==> src/rtl/pipe_stage_skid.sv <==
// Purpose: two-entry pipeline stage (output register + skid register) carrying a control and a data bundle, with flush and a bubble counter.
// Latency: 1 cycle from an empty stage to the output. Sustains 1 entry/cycle while out_ready is held high.
// Backpressure: in_ready is registered and equals NOT skid_valid. The skid entry absorbs the cycle in which in_ready was still 1.
//
// Ports:
//   clk, reset                     sole clock and synchronous active-high reset
//   in_valid/in_ready/in_ctrl/in_data     upstream handshake and bundles
//   out_valid/out_ready/out_ctrl/out_data downstream handshake and bundles
//   flush                          kills held entries and the entry offered this cycle
//   occupancy                      held entries (0..2)
//   bubble_cnt                     saturating count of bubbles consumed downstream
module pipe_stage_skid #(
    parameter int CTRL_W = 9,
    parameter int DATA_W = 149,
    parameter int CNT_W  = 16
) (
    input  logic              clk,
    input  logic              reset,
    input  logic              in_valid,
    output logic              in_ready,
    input  logic [CTRL_W-1:0] in_ctrl,
    input  logic [DATA_W-1:0] in_data,
    input  logic              flush,
    output logic              out_valid,
    input  logic              out_ready,
    output logic [CTRL_W-1:0] out_ctrl,
    output logic [DATA_W-1:0] out_data,
    output logic [1:0]        occupancy,
    output logic [CNT_W-1:0]  bubble_cnt
);

    logic              r_out_vld;
    logic [CTRL_W-1:0] r_out_ctrl;
    logic [DATA_W-1:0] r_out_data;
    logic              r_skid_vld;
    logic [CTRL_W-1:0] r_skid_ctrl;
    logic [DATA_W-1:0] r_skid_data;
    logic              r_in_rdy;
    logic [1:0]        r_occ;
    logic [CNT_W-1:0]  r_bub_cnt;

    logic              w_xfer_in;
    logic              w_out_load;
    logic              w_bub_inc;
    logic              w_out_vld_n;
    logic [CTRL_W-1:0] w_out_ctrl_n;
    logic [DATA_W-1:0] w_out_data_n;
    logic              w_skid_vld_n;
    logic [CTRL_W-1:0] w_skid_ctrl_n;
    logic [DATA_W-1:0] w_skid_data_n;

    assign w_xfer_in  = in_valid & r_in_rdy & ~flush;
    assign w_out_load = ~r_out_vld | out_ready;
    // A bubble is a cycle where downstream is ready but nothing is offered.
    assign w_bub_inc  = ~r_out_vld & out_ready & (r_bub_cnt != {CNT_W{1'b1}});

    always_comb begin
        w_out_vld_n   = r_out_vld;
        w_out_ctrl_n  = r_out_ctrl;
        w_out_data_n  = r_out_data;
        w_skid_vld_n  = r_skid_vld;
        w_skid_ctrl_n = r_skid_ctrl;
        w_skid_data_n = r_skid_data;
        if (flush) begin
            // out_data and the skid payload are kept. Only the valids and the control are killed.
            w_out_vld_n  = 1'b0;
            w_out_ctrl_n = '0;
            w_skid_vld_n = 1'b0;
        end else if (w_out_load) begin
            if (r_skid_vld) begin
                // The skid entry is older than anything on the input.
                // in_ready was 0 this cycle, so no input can be accepted alongside it.
                w_out_vld_n  = 1'b1;
                w_out_ctrl_n = r_skid_ctrl;
                w_out_data_n = r_skid_data;
                w_skid_vld_n = 1'b0;
            end else if (w_xfer_in) begin
                w_out_vld_n  = 1'b1;
                w_out_ctrl_n = in_ctrl;
                w_out_data_n = in_data;
            end else begin
                // Bubble: zero the control so it has no side effects. Data holds its last value.
                w_out_vld_n  = 1'b0;
                w_out_ctrl_n = '0;
            end
        end else if (w_xfer_in) begin
            w_skid_vld_n  = 1'b1;
            w_skid_ctrl_n = in_ctrl;
            w_skid_data_n = in_data;
        end
    end

    always_ff @(posedge clk) begin
        if (reset) begin
            r_out_vld   <= 1'b0;
            r_out_ctrl  <= '0;
            r_out_data  <= '0;
            r_skid_vld  <= 1'b0;
            r_skid_ctrl <= '0;
            r_skid_data <= '0;
            r_in_rdy    <= 1'b1;
            r_occ       <= 2'd0;
            r_bub_cnt   <= '0;
        end else begin
            r_out_vld   <= w_out_vld_n;
            r_out_ctrl  <= w_out_ctrl_n;
            r_out_data  <= w_out_data_n;
            r_skid_vld  <= w_skid_vld_n;
            r_skid_ctrl <= w_skid_ctrl_n;
            r_skid_data <= w_skid_data_n;
            r_in_rdy    <= ~w_skid_vld_n;
            r_occ       <= {1'b0, w_out_vld_n} + {1'b0, w_skid_vld_n};
            if (w_bub_inc) begin
                r_bub_cnt <= r_bub_cnt + 1'b1;
            end
        end
    end

    assign in_ready   = r_in_rdy;
    assign out_valid  = r_out_vld;
    assign out_ctrl   = r_out_ctrl;
    assign out_data   = r_out_data;
    assign occupancy  = r_occ;
    assign bubble_cnt = r_bub_cnt;

endmodule

==> config.mk <==
export PLATFORM = sky130hd
export DESIGN_NAME = pipe_stage_skid
export DESIGN_NICKNAME = d
export VERILOG_FILES = /design/src/rtl/pipe_stage_skid.sv
export SDC_FILE = /design/constraint.sdc
export NUM_CORES = 1
export LEC_CHECK = 0
export ABC_CLOCK_PERIOD_IN_PS = 2700
export CORE_MARGIN = 5
export CORE_UTILIZATION = 30
export DETAILED_ROUTE_END_ITERATION = 12
export PLACE_DENSITY = 0.63
export SETUP_SLACK_MARGIN = 0.2
export SLEW_MARGIN = 10
export SYNTH_ARGS = -nofsm -noshare
export SYNTH_HDL_FRONTEND = slang
export SYNTH_SLANG_ARGS = --single-unit
==> constraint.sdc <==
create_clock -name clk -period 2.7 [get_ports clk]
set_clock_uncertainty 0.05 [all_clocks]
set_input_delay 0.27 -clock clk [delete_from_list [all_inputs] [get_ports clk]]
set_output_delay 0.27 -clock clk [all_outputs]
set_load 0.03 [all_outputs]
==> impl_metrics.json, run 1 <==
{
  "power_leakage_uw": 0.00588,
  "gp_congestion": 0.775,
  "grt_pass1_wl_um": 60600,
  "arrival_ns": 1.73,
  "grt.busiest_layer": "met2",
  "clk_latency_ns": 0.53,
  "clkSlewWorstSetupHoldPaths_ns": 0.06,
  "place_area_sq_um": 17300,
  "holdBufCountCts": 0,
  "synth_edf_count": 0,
  "post_synth.cell_area_avg_sq_um": 8.74,
  "routed_wl_um": 39700,
  "ir_worst_vdd_mv": 0.376,
  "crit_type": "register to output pin",
  "initial_core_util_pct": 30.5,
  "overflow": 0,
  "remaining_drc_errors": 0,
  "cts.sinks": 337,
  "cp_cell_sequence": "clkdlybuf4s50_1",
  "setup_viol": 0,
  "power_density_nw_per_um2": 626,
  "finalCritPeriodShare_pct": 76.0,
  "path_buf_inv": 1,
  "nets": 1959,
  "synth_seq_cells": 337,
  "synthCells": 1510,
  "fin_crit_ns": 2.05,
  "hold_viol_final": 0,
  "cp_max_fo": 7,
  "hpwl_um": 26600,
  "ant_nets": 0,
  "cts_max_path_buffers": 3,
  "clock-root-buffer": "clkbuf_16",
  "dr.pass1.iters": 6,
  "grt_usage_pct": 15.6,
  "antenna_found_initial": 7,
  "rsz0062_at_grt": "no",
  "ys_async_sr_fraction_pct": 0,
  "cts_tree": "yes",
  "numPortBuffers": 340,
  "cts_buffers": 38,
  "die_x_um": 220,
  "die_area_sq_um": 48300,
  "path_delay_family": "buffers and inverters",
  "slew_headroom_pct": 40.4,
  "cp-start-kind": "register",
  "max_stage_delay_ns": 0.74,
  "syn_area_sq_um": 13200,
  "vias": 11500,
  "grt_util_met2_pct": 26.3,
  "yosysSeqAreaShare_pct": 51.1,
  "grt_use_met1_pct": 19.1,
  "viasPerCell": 4.78,
  "ctsHtreeMaxLevel": 2,
  "grt_pass1_vias": 10800,
  "fp-row-count": 76,
  "max_freq_ghz": 0.487,
  "cp.required_ns": 2.38,
  "worstMarginPinSlew_ns": 0.894,
  "drive_gt1_share_pct": 6.14,
  "holdCritPathClass": "primary input to register",
  "routedWlPerCell_um": 16.5,
  "io_pins": 341,
  "final_area_sq_um": 18600,
  "drt-initial-drc-count": 702,
  "crit_path_end_kind": "output pin",
  "status": "finished, final reports clean",
  "grt_max_degree": 108,
  "synthFlopType": "dfxtp_1",
  "post_cts_resized": 0,
  "fp.coreArea_sq_um": 43300,
  "syn-num-nets": 1674,
  "drv_slew": 0,
  "cp_slowest_cell": "clkdlybuf4s50_1",
  "die-height_um": 220,
  "areaGrowthSynthToFinish_pct": 40.9,
  "tns_ns": 0,
  "grt_util_met3_pct": 3.79,
  "cap_violations": 0,
  "ys.warnings.count": 0,
  "synth_cell_types": 35,
  "post_cts_buffers": 0
}
==> logic make-up after synthesis <==
family                   count (synthesis)  share of synthesized area [%]
AND/OR/NAND/NOR                        529                           15.9
XOR/XNOR                                 1                         0.0664
buffers and inverters                  133                           3.90
adder cells (fa/ha/maj)                  1                         0.0948
multiplexers                           160                           12.2
flip-flops                             337                           51.1
AO/OA/AOI/OAI                          349                           16.7
==> worst paths after layout <==
check / endpoint / slack [ns] / cells past startpoint / from
max: bubble_cnt[0] / 0.65 / 1 / bubble_cnt[0]$_SDFFE_PP0P_
min: bubble_cnt[0]$_SDFFE_PP0P_ / 0.1 / 2 / reset
max reg2reg: out_data[67]$_SDFFE_PP0P_ / 0.68 / 6 / in_ready$_SDFF_PP1_
min reg2reg: r_skid_data[94]$_SDFFE_PP0P_ / 0.40 / 2 / r_skid_data[94]$_SDFFE_PP0P_
==> registers in the layout (all words and copies together) (netlist names) <==
| name | cells |
|---|---|
| bubble_cnt | 16 |
| in_ready | 1 |
| occupancy | 2 |
| out_ctrl | 9 |
| out_data | 149 |
| out_valid | 1 |
| r_skid_ctrl | 9 |
| r_skid_data | 149 |
| r_skid_vld | 1 |
==> where the power goes <==
group | leakage (uW) | switching (uW) | internal (uW)
combinational | 0.00252 | 687 | 597
clock | 0.000617 | 2070 | 3090
sequential | 0.00274 | 82.5 | 5110
total | 0.00588 | 2840 | 8800
==> synthesized netlist by cell type (6+ instances only) <==
library cell,number,area (sq um)
a22oi_1,9,67.6
a211oi_1,151,1130
buf_2,13,65.1
or4_1,6,45.0
buf_1,16,60.1
dfxtp_1,337,6750
nand2_1,323,1210
nor2_1,162,608
mux2i_1,149,1490
a21oi_1,168,841
mux2_2,11,124
clkbuf_1,98,368
inv_1,6,22.5
nand3_1,6,30.0
==> cells in the final DEF, fill, tap and decap left out, types with 3 or more instances in the layout <==
master / count
clkdlybuf4s50_1: 339
dfxtp_1: 336
nand2_1: 323
a21oi_1: 168
nor2_1: 161
a211oi_1: 150
mux2i_1: 149
clkbuf_16: 41
buf_12: 17
buf_4: 15
mux2_2: 11
clkbuf_1: 10
a22oi_1: 9
clkbuf_8: 8
inv_1: 6
nand3_1: 6
or4_1: 6
nand4_1: 5
o31ai_1: 5
o21ai_0: 5
clkinv_2: 5
nor2b_1: 4
or2_2: 4
nor3_1: 4
o311ai_0: 4
o41ai_1: 4
diode_2: 3
and3_1: 3
nor4_1: 3
==> cell type report <==
| cell class | instances | area [sq um] |
|---|---|---|
| multi-input cells | 1040 | 5970 |
| fillers | 4236 | 24700 |
| repair buffers | 372 | 3860 |
| diodes | 3 | 7.51 |
| clock buffers | 59 | 1170 |
| inverters | 6 | 22.5 |
| flip-flops and latches | 337 | 6750 |
| well taps | 585 | 732 |
| clock inverters | 10 | 87.6 |
==> per-stage QoR <==
step / hold WS (ns) / total power [uW] / setup WS, ns / cells / util [%]
4_1_cts: 0.0475 / 11800 / 0.598 / 2409 / 43.0
2_1_floorplan: 0.356 / 5920 / 0.624 / 1510 / -
3_3_place_gp: 0.389 / 6580 / 0.284 / 2340 / 40.1
3_5_place_dp: 0.393 / 6600 / 0.195 / 2340 / 40.1
5_1_grt: 0.0819 / 12100 / 0.535 / 2412 / 43.0
6_report: 0.0996 / 11600 / 0.647 / 2412 / 43.0
==> layer usage <==
metal | vias to the layer above | share of wire, %
met5 | - | 0.12
met4 | 8 | 3.0
met3 | 69 | 5.9
met2 | 268 | 49
met1 | 5387 | 42
li1 | 5800 | -
No activity file was read; power rests on OpenSTA's default activity.
==> run 2, diff against run 1 <==
--- a/config.mk
+++ b/config.mk
@@ -5,7 +5,7 @@
 export SDC_FILE = /design/constraint.sdc
 export NUM_CORES = 1
 export LEC_CHECK = 0
-export ABC_CLOCK_PERIOD_IN_PS = 2700
+export ABC_CLOCK_PERIOD_IN_PS = 2090
 export CORE_MARGIN = 5
 export CORE_UTILIZATION = 30
 export DETAILED_ROUTE_END_ITERATION = 12
==> constraint.sdc (replaced) <==
create_clock -name clk -period 2.09 [get_ports clk]
set_clock_uncertainty 0.05 [all_clocks]
set_input_delay 0.209 -clock clk [delete_from_list [all_inputs] [get_ports clk]]
set_output_delay 0.209 -clock clk [all_outputs]
set_load 0.03 [all_outputs]
==> impl_metrics.json, run 2 (synthesis gave the netlist of run 1 again) <==
{
  "tns_ns": 0,
  "max_stage_delay_ns": 0.71,
  "slew_headroom_pct": 60.7,
  "holdCritPathClass": "primary input to register",
  "swShare_pct": 24.2,
  "status": "finished, final reports clean",
  "overflow": 0,
  "max_freq_ghz": 0.542,
  "p_seq_share_pct": 43.4,
  "clk_latency_ns": 0.53,
  "gp_congestion": 0.752,
  "final_common_cell": "dfxtp_1",
  "cts.sinks": 337,
  "crit_path_end_kind": "output pin",
  "internal_power_uw": 11700,
  "power_density_nw_per_um2": 817,
  "antenna_found_initial": 5,
  "cap_violations": 0,
  "cts_tree": "yes",
  "worstMarginPinSlew_ns": 0.589,
  "final_core_utilization_pct": 43.7,
  "whs_path_depth": 3,
  "grt_usage_pct": 15.8,
  "fin_cells": 2440,
  "power.switching_uw": 3740,
  "clock-root-buffer": "clkbuf_16",
  "place_area_sq_um": 17500,
  "initial_core_util_pct": 30.5,
  "io_pins": 341,
  "die_x_um": 220,
  "fp-row-count": 76,
  "worst-path-stages": 1,
  "rsz0062_at_grt": "no",
  "ir_worst_vdd_mv": 0.636,
  "cp-start-kind": "register",
  "cts_max_path_buffers": 3,
  "cts_buffers": 39,
  "hold_viol_final": 0,
  "cp_slowest_cell": "clkdlybuf4s50_1",
  "clock_power_share_pct": 45.9,
  "numPortBuffers": 340,
  "remaining_drc_errors": 0,
  "path_delay_family": "buffers and inverters",
  "cp.required_ns": 1.83,
  "power_leakage_uw": 0.00662,
  "die_area_sq_um": 48300,
  "fin_crit_ns": 1.85,
  "drive_gt1_share_pct": 8.43,
  "power_frac_comb_pct": 10.7,
  "r2r_cells": 4,
  "viasPerCell": 4.77,
  "fp.coreArea_sq_um": 43300,
  "cp_cell_sequence": "clkdlybuf4s50_1",
  "grt_max_degree": 103,
  "hpwl_um": 27600,
  "clkSlewWorstSetupHoldPaths_ns": 0.06,
  "drt-initial-drc-count": 723,
  "dp.cells": 2362,
  "path_buf_inv": 1,
  "ctsHtreeMaxLevel": 2,
  "dr.pass1.iters": 5,
  "finalCritPeriodShare_pct": 88.3,
  "routedWlPerCell_um": 16.4,
  "die-height_um": 220,
  "cp_max_fo": 2,
  "setup_viol": 0,
  "final_cell_mix": "327 x dfxtp_1, 323 x nand2_1, 267 x clkdlybuf4s50_1, 168 x a21oi_1, 161 x nor2_1",
  "grt_pass1_vias": 11200,
  "ant_nets": 0,
  "drv_slew": 0,
  "routed_wl_um": 40100,
  "vias": 11600,
  "areaGrowthSynthToFinish_pct": 43.3,
  "arrival_ns": 1.59,
  "grt_pass1_wl_um": 62100,
  "nets": 1986,
  "crit_type": "register to output pin",
  "final_area_sq_um": 18900
}
[run 2: cell types whose count changed in the layout (fill, tap and decap cells not counted), sizes merged]
| cell | previous run | this run |
|---|---|---|
| buf | 33 | 58 |
| bufinv | 1 | 3 |
| clkbuf | 59 | 53 |
| clkdlybuf4s50 | 339 | 267 |
| clkinv | 7 | 11 |
| diode | 3 | 4 |
| dlygate4sd2 | 0 | 53 |
| dlygate4sd3 | 0 | 1 |
| dlymetal6s2s | 0 | 19 |
| inv | 6 | 7 |
[run 2: what timing repair did]
| action | 4_1_cts | 5_1_grt |
|---|---|---|
| pin swaps | 0 | 4 |
| endpoints found under the hold margin | 17 | 0 |
| hold buffers | 1 | 0 |
| setup endpoints to repair | 53 | 38 |
| resized for setup | 53 | 21 |
| setup buffers | 0 | 3 |
[run 2: final cells by class]
cell class | instances | area, sq um
fill | 4192 | 24300
clock inverter | 17 | 180
antenna | 4 | 10.0
tap | 585 | 732
inverter | 6 | 22.5
multi-input combinational | 1040 | 5980
clock buffer | 53 | 1180
sequential | 337 | 6780
timing repair buffer | 398 | 4030
[run 2: metrics by stage]
| stage | total power (uW) | worst slack (ns) | hold WS [ns] |
|---|---|---|---|
| global placement | 8520 | -0.103 | 0.388 |
| finish | 15500 | 0.245 | 0.198 |
| CTS | 15700 | 0.201 | 0.147 |
| detailed placement | 8550 | -0.125 | 0.396 |
| global route | 16100 | 0.201 | 0.174 |
| floorplan | 7640 | 0.223 | 0.295 |
[run 2: worst min-delay path: stages]
cell             delay (ns)
clkdlybuf4s50_1        0.41
nand2_1                0.06
a21oi_1                0.05
[run 2: metal layers]
layer / GRT usage, % / vias to the layer above / share of wire [%]
met4: 6.16 / 2 / 2.7
li1: - / 5878 / -
met5: 0 / - / 0.032
met3: 3.52 / 64 / 5.4
met2: 26.4 / 260 / 49
met1: 19.9 / 5427 / 43
[run 2: final timing paths]
kind / from / to / slack, ns
setup / recovery: out_data[34]$_SDFFE_PP0P_ / out_data[34] / 0.24
hold / removal: in_data[94] / r_skid_data[94]$_SDFFE_PP0P_ / 0.20
setup reg to reg: out_valid$_SDFF_PP0_ / bubble_cnt[15]$_SDFFE_PP0P_ / 0.29
hold reg to reg: r_skid_data[82]$_SDFFE_PP0P_ / r_skid_data[82]$_SDFFE_PP0P_ / 0.40
[run 2: power by group through the flow]
stage	Clock (uW)	Sequential [uW]	Combinational [uW]
6_report	7090	6710	1660
5_1_grt	7610	6720	1780
4_1_cts	7340	6710	1680
3_5_place_dp	0	6850	1700
3_3_place_gp	0	6850	1680
2_1_floorplan	0	7160	482
